--- src/rtl/alu_multicycle.sv ---
// Multicycle ALU: single-cycle ops with a registered result, plus iterative unsigned
// multiply (shift-add) and divide (restoring) producing a HI/LO pair, valid/ready on both sides.
module alu_multicycle #(
  parameter int WIDTH = 32,
  parameter int SHW   = 5
) (
  input  logic             Clk,
  input  logic             Rst,
  input  logic             InValid,
  output logic             InReady,
  input  logic [3:0]       ALUControl,
  input  logic [WIDTH-1:0] A,
  input  logic [WIDTH-1:0] B,
  output logic             OutValid,
  input  logic             OutReady,
  output logic [WIDTH-1:0] ALUResult,
  output logic [WIDTH-1:0] HiResult,
  output logic             Zero,
  output logic             Busy
);

  localparam int CW = $clog2(WIDTH + 1);

  localparam logic [3:0] OP_AND  = 4'd0;
  localparam logic [3:0] OP_OR   = 4'd1;
  localparam logic [3:0] OP_ADD  = 4'd2;
  localparam logic [3:0] OP_NOR  = 4'd3;
  localparam logic [3:0] OP_SUB  = 4'd6;
  localparam logic [3:0] OP_SLT  = 4'd7;
  localparam logic [3:0] OP_ZERO = 4'd8;
  localparam logic [3:0] OP_MULU = 4'd9;
  localparam logic [3:0] OP_SLL  = 4'd10;
  localparam logic [3:0] OP_SRL  = 4'd11;
  localparam logic [3:0] OP_SRA  = 4'd12;
  localparam logic [3:0] OP_DIVU = 4'd13;

  typedef enum logic [1:0] {IDLE, MUL, DIV} state_t;

  state_t           state, state_nxt;
  logic [CW-1:0]    cnt;
  // acc: partial-product high half (MUL) or running remainder (DIV)
  // lo : multiplier shifting out (MUL) or dividend shifting out / quotient shifting in (DIV)
  // opd: multiplicand (MUL) or divisor (DIV)
  logic [WIDTH-1:0] acc, lo, opd;
  logic             accept, is_long;
  logic [WIDTH-1:0] res_single;
  logic [SHW-1:0]   shamt;

  logic [WIDTH:0]   mul_sum;
  logic [WIDTH-1:0] mul_acc, mul_lo;
  logic [WIDTH:0]   div_shift;
  logic [WIDTH+1:0] div_diff;
  logic             div_fit;
  logic [WIDTH-1:0] div_acc, div_lo;
  logic [WIDTH-1:0] step_acc, step_lo;

  generate
    if (SHW + 6 <= WIDTH) begin : g_shamt_field
      assign shamt = B[SHW+5:6];
    end else begin : g_shamt_low
      assign shamt = B[SHW-1:0];
    end
  endgenerate

  assign is_long = (ALUControl == OP_MULU) || (ALUControl == OP_DIVU);
  assign accept  = InValid && InReady;
  assign Zero    = ~|ALUResult;

  always_comb begin
    res_single = '0;
    case (ALUControl)
      OP_AND:  res_single = A & B;
      OP_OR:   res_single = A | B;
      OP_ADD:  res_single = A + B;
      OP_NOR:  res_single = ~(A | B);
      OP_SUB:  res_single = A - B;
      OP_SLT:  res_single = {{(WIDTH-1){1'b0}}, ($signed(A) < $signed(B))};
      OP_ZERO: res_single = '0;
      OP_SLL:  res_single = A << shamt;
      OP_SRL:  res_single = A >> shamt;
      OP_SRA:  res_single = $signed(A) >>> shamt;
      default: res_single = '0;
    endcase
  end

  // One iteration of each long op; the final iteration's values go straight to the outputs.
  always_comb begin
    mul_sum   = {1'b0, acc} + (lo[0] ? {1'b0, opd} : '0);
    mul_acc   = mul_sum[WIDTH:1];
    mul_lo    = {mul_sum[0], lo[WIDTH-1:1]};
    div_shift = {acc, lo[WIDTH-1]};
    div_diff  = {1'b0, div_shift} - {2'b00, opd};
    div_fit   = ~div_diff[WIDTH+1];
    div_acc   = div_fit ? div_diff[WIDTH-1:0] : div_shift[WIDTH-1:0];
    div_lo    = {lo[WIDTH-2:0], div_fit};
    step_acc  = (state == DIV) ? div_acc : mul_acc;
    step_lo   = (state == DIV) ? div_lo  : mul_lo;
  end

  always_ff @(posedge Clk or posedge Rst) begin
    if (Rst) state <= IDLE;
    else     state <= state_nxt;
  end

  always_comb begin
    state_nxt = state;
    InReady   = 1'b0;
    Busy      = 1'b0;
    case (state)
      IDLE: begin
        InReady = !OutValid || OutReady;
        if (InValid && InReady) begin
          if (ALUControl == OP_MULU)      state_nxt = MUL;
          else if (ALUControl == OP_DIVU) state_nxt = DIV;
        end
      end
      MUL, DIV: begin
        Busy = 1'b1;
        if (cnt == CW'(1)) state_nxt = IDLE;
      end
      default: state_nxt = IDLE;
    endcase
  end

  always_ff @(posedge Clk or posedge Rst) begin
    if (Rst) begin
      cnt       <= '0;
      acc       <= '0;
      lo        <= '0;
      opd       <= '0;
      ALUResult <= '0;
      HiResult  <= '0;
      OutValid  <= 1'b0;
    end else if (accept) begin
      if (is_long) begin
        cnt      <= CW'(WIDTH);
        acc      <= '0;
        opd      <= (ALUControl == OP_MULU) ? A : B;
        lo       <= (ALUControl == OP_MULU) ? B : A;
        OutValid <= 1'b0;
      end else begin
        ALUResult <= res_single;
        HiResult  <= '0;
        OutValid  <= 1'b1;
      end
    end else if (state != IDLE) begin
      cnt <= cnt - CW'(1);
      acc <= step_acc;
      lo  <= step_lo;
      if (cnt == CW'(1)) begin
        ALUResult <= step_lo;
        HiResult  <= step_acc;
        OutValid  <= 1'b1;
      end
    end else if (OutReady) begin
      OutValid <= 1'b0;
    end
  end

endmodule

--- config.mk ---
export PLATFORM = sky130hd
export DESIGN_NAME = alu_multicycle
export DESIGN_NICKNAME = d
export VERILOG_FILES = /design/src/rtl/alu_multicycle.sv
export SDC_FILE = /design/constraint.sdc
export NUM_CORES = 1
export LEC_CHECK = 0
export ABC_AREA = 1
export ABC_CLOCK_PERIOD_IN_PS = 5700
export BUFFER_PORTS_ARGS = -buffer_cell sky130_fd_sc_hd__buf_2
export CAP_MARGIN = 0
export CORE_MARGIN = 1.5
export CORE_UTILIZATION = 40
export CTS_CLUSTER_DIAMETER = 120
export DETAILED_ROUTE_END_ITERATION = 8
export HOLD_SLACK_MARGIN = 0.03
export SLEW_MARGIN = 10
export SYNTH_ARGS = -nofsm -noshare
export SYNTH_HDL_FRONTEND = slang
export SYNTH_SLANG_ARGS = --single-unit
--- constraint.sdc ---
create_clock -name Clk -period 5.7 [get_ports Clk]
set_clock_uncertainty 0.15 [all_clocks]
set_input_delay 0.57 -clock Clk [delete_from_list [all_inputs] [get_ports Clk]]
set_output_delay 0.57 -clock Clk [all_outputs]
set_load 0.01 [all_outputs]
==> results.json <==
{
  "arrival_ps": 3900,
  "synth_top_area_cell": "nand2_1",
  "ios": 140,
  "critical_path_required_ps": 5940,
  "gp_congestion": 1.079,
  "overflow": 0,
  "placementRows": 88,
  "dp.cells": 4925,
  "critPathLaunchType": "flop",
  "hold_path_class": "in2async",
  "yosys_warnings": 0,
  "start_util": 0.4032,
  "grt_max_degree": 130,
  "grt_pass1_vias": 26650,
  "switching_share": 0.5793,
  "ant_nets": 0,
  "fmax_mhz": 273.2,
  "slew_violations": 0,
  "io_buffers": 139,
  "drive_gt1_frac": 0.05701,
  "fill_cells": 6601,
  "holdBufCountCts": 0,
  "area_delta_synth_final_pct": 7.495,
  "fin_setup_tns_ps": 0,
  "vias_per_cell": 5.709,
  "ys.flop_type": "dfrtp_1",
  "cp_max_fo": 14,
  "internal_power_mw": 4.516,
  "period_share": 0.6420,
  "end_kind": "flop",
  "status": "finished, final reports clean",
  "num_vias": 28310,
  "finalPower_mw": 10.73,
  "ir_drop_mv": 0.2832,
  "rsz0062_at_grt": "no",
  "yosysUniqueCellTypes": 52,
  "hpwl_um": 94630,
  "timing.max_cap.violations": 0,
  "firstDrtPassIters": 6,
  "slew_headroom": 0.2726,
  "p_seq_frac": 0.225,
  "drc": 0,
  "synth_cells": 4157,
  "p_leak_nw": 13.85,
  "syn_nets": 4408,
  "drt_iter0_drc": 3170,
  "die_h_um": 243.9,
  "cts_root_buf": "clkbuf_16",
  "cts_max_level": 4,
  "hold_viol": 0,
  "cts_sinks": 169,
  "final_cell_mix": "nand2_1 (1382), inv_1 (582), nand3_1 (500)",
  "die_area_sq_mm": 0.05951,
  "numCtsBuffers": 17,
  "clock_latency_ps": 500,
  "cts_tree": "built",
  "synth_seq_cells": 169,
  "synth_area_sq_mm": 0.02322,
  "stdcell_count": 4958,
  "ys_seq_area_frac": 0.1821,
  "period_minus_slack_ps": 3660,
  "clockPowerShare": 0.119,
  "worstSetupPathType": "reg2reg",
  "synth_edf_count": 0,
  "routed_wl_um": 117700,
  "cts_resized": 0,
  "synth.avg_cell_area_sq_um": 5.586,
  "async_flop_share": 1.000,
  "setup_viol": 0,
  "wl_per_cell_um": 23.74,
  "coreArea_sq_mm": 0.05759,
  "antenna_found_initial": 4,
  "dieWidth_um": 243.9,
  "grt.total_usage": 0.3908,
  "clk_pin_slew_ps": 80,
  "synth_area_leaders": "nand2_1 (22%), dfrtp_1 (18%), nand3_1 (11%)",
  "clk_path_buf_depth": 2,
  "layout_commonest_cell": "nand2_1",
  "worstMarginPinSlew_ps": 1090,
  "switchingPower_mw": 6.218,
  "grt_pass1_wl_um": 172500,
  "nets": 4430,
  "synth_top_area_share": 0.2236,
  "combPwrFrac": 0.656,
  "power.density_mw_per_mm2": 430.0,
  "post_cts_buffers": 0
}
[final timing paths]
check                              from            to  slack [ps]  cells past startpoint
setup / recovery                opd[26]  HiResult[21]        2040                     11
hold / removal                      Rst  HiResult[28]         130                      2
setup reg to reg                opd[26]  HiResult[21]        2040                     11
hold reg to reg            HiResult[31]  HiResult[31]         330                      2
max in group asynchronous           Rst       opd[18]        4020                      3
min in group Clk                   B[5]        opd[5]         290                      3
[critical path, cell delays in order, from the launching register on]
cell	delay, ps
dfrtp_1	600
inv_1	90
ha_1	360
a21oi_1	200
o21ai_0	140
nand2_1	80
nand2_1	90
a21oi_2	240
nand4_1	880
o21a_1	510
nand3_1	120
nand2_1	60
[state kept, by name, summed over array words and instances (netlist names)]
| name | count |
|---|---|
| ALUResult | 32 |
| HiResult | 32 |
| acc | 32 |
| lo | 32 |
| opd | 32 |
| cnt | 6 |
| state | 2 |
| OutValid | 1 |
[metrics by stage]
step,utilization,worst slack (ps),area (sq um),hold WS (ps)
2_1_floorplan,-,404.9,23220,307.4
3_3_place_gp,0.4230,1758,24360,310.2
3_5_place_dp,0.4230,1837,24360,312.7
4_1_cts,0.4334,2082,24960,179.0
5_1_grt,0.4335,1822,24960,219.7
6_report,0.4335,2040,24960,128.1
[cell families after synthesis]
family | share of synthesized area
adders and majority gates | 0.09774
and+or+nand+nor | 0.4340
DFF | 0.1821
AOI/OAI and AO/OA | 0.1506
xor gates and xnor gates | 0.006035
buffers and inverters | 0.1291
muxes | 0.0004311
[Yosys cell counts (16+ instances only)]
| master | n |
|---|---|
| nor2_1 | 346 |
| nor3_1 | 27 |
| nand3b_1 | 19 |
| a21oi_1 | 237 |
| o221ai_1 | 37 |
| clkbuf_1 | 70 |
| buf_2 | 65 |
| nand3_1 | 500 |
| inv_1 | 584 |
| nand4_1 | 70 |
| o21ai_0 | 278 |
| nand2_1 | 1383 |
| dfrtp_1 | 169 |
| o211ai_1 | 16 |
| ha_1 | 175 |
[power groups by stage]
stage	clock network, mW	logic, mW	registers (mW)
3_5_place_dp	0	6.91	2.41
2_1_floorplan	0	4.76	2.15
4_1_cts	1.29	6.94	2.39
3_3_place_gp	0	6.91	2.40
5_1_grt	1.32	7.82	2.46
6_report	1.27	7.04	2.42
[cell type report]
cell class              instances  area (sq um)  share of cell area
flip-flops and latches        169          4229              0.1694
multi-input cells            3230         16020              0.6417
inverters                     595          2243             0.08987
repair buffers                166         910.9             0.03649
clock buffers                  17         425.4             0.01704
diodes                          1         2.502           0.0001003
clock inverters                15         176.4            0.007068
well taps                     765         957.2             0.03835
[routing by layer]
layer  vias to the layer above  share of wire  global-route usage
met5                         -        0.00026                   0
met4                         4          0.073              0.2464
met3                       338          0.087             0.07880
met2                      1412           0.45              0.6303
met1                     13050           0.39              0.4759
li1                      13500              -                   -
(Power assumes the default switching activity.)
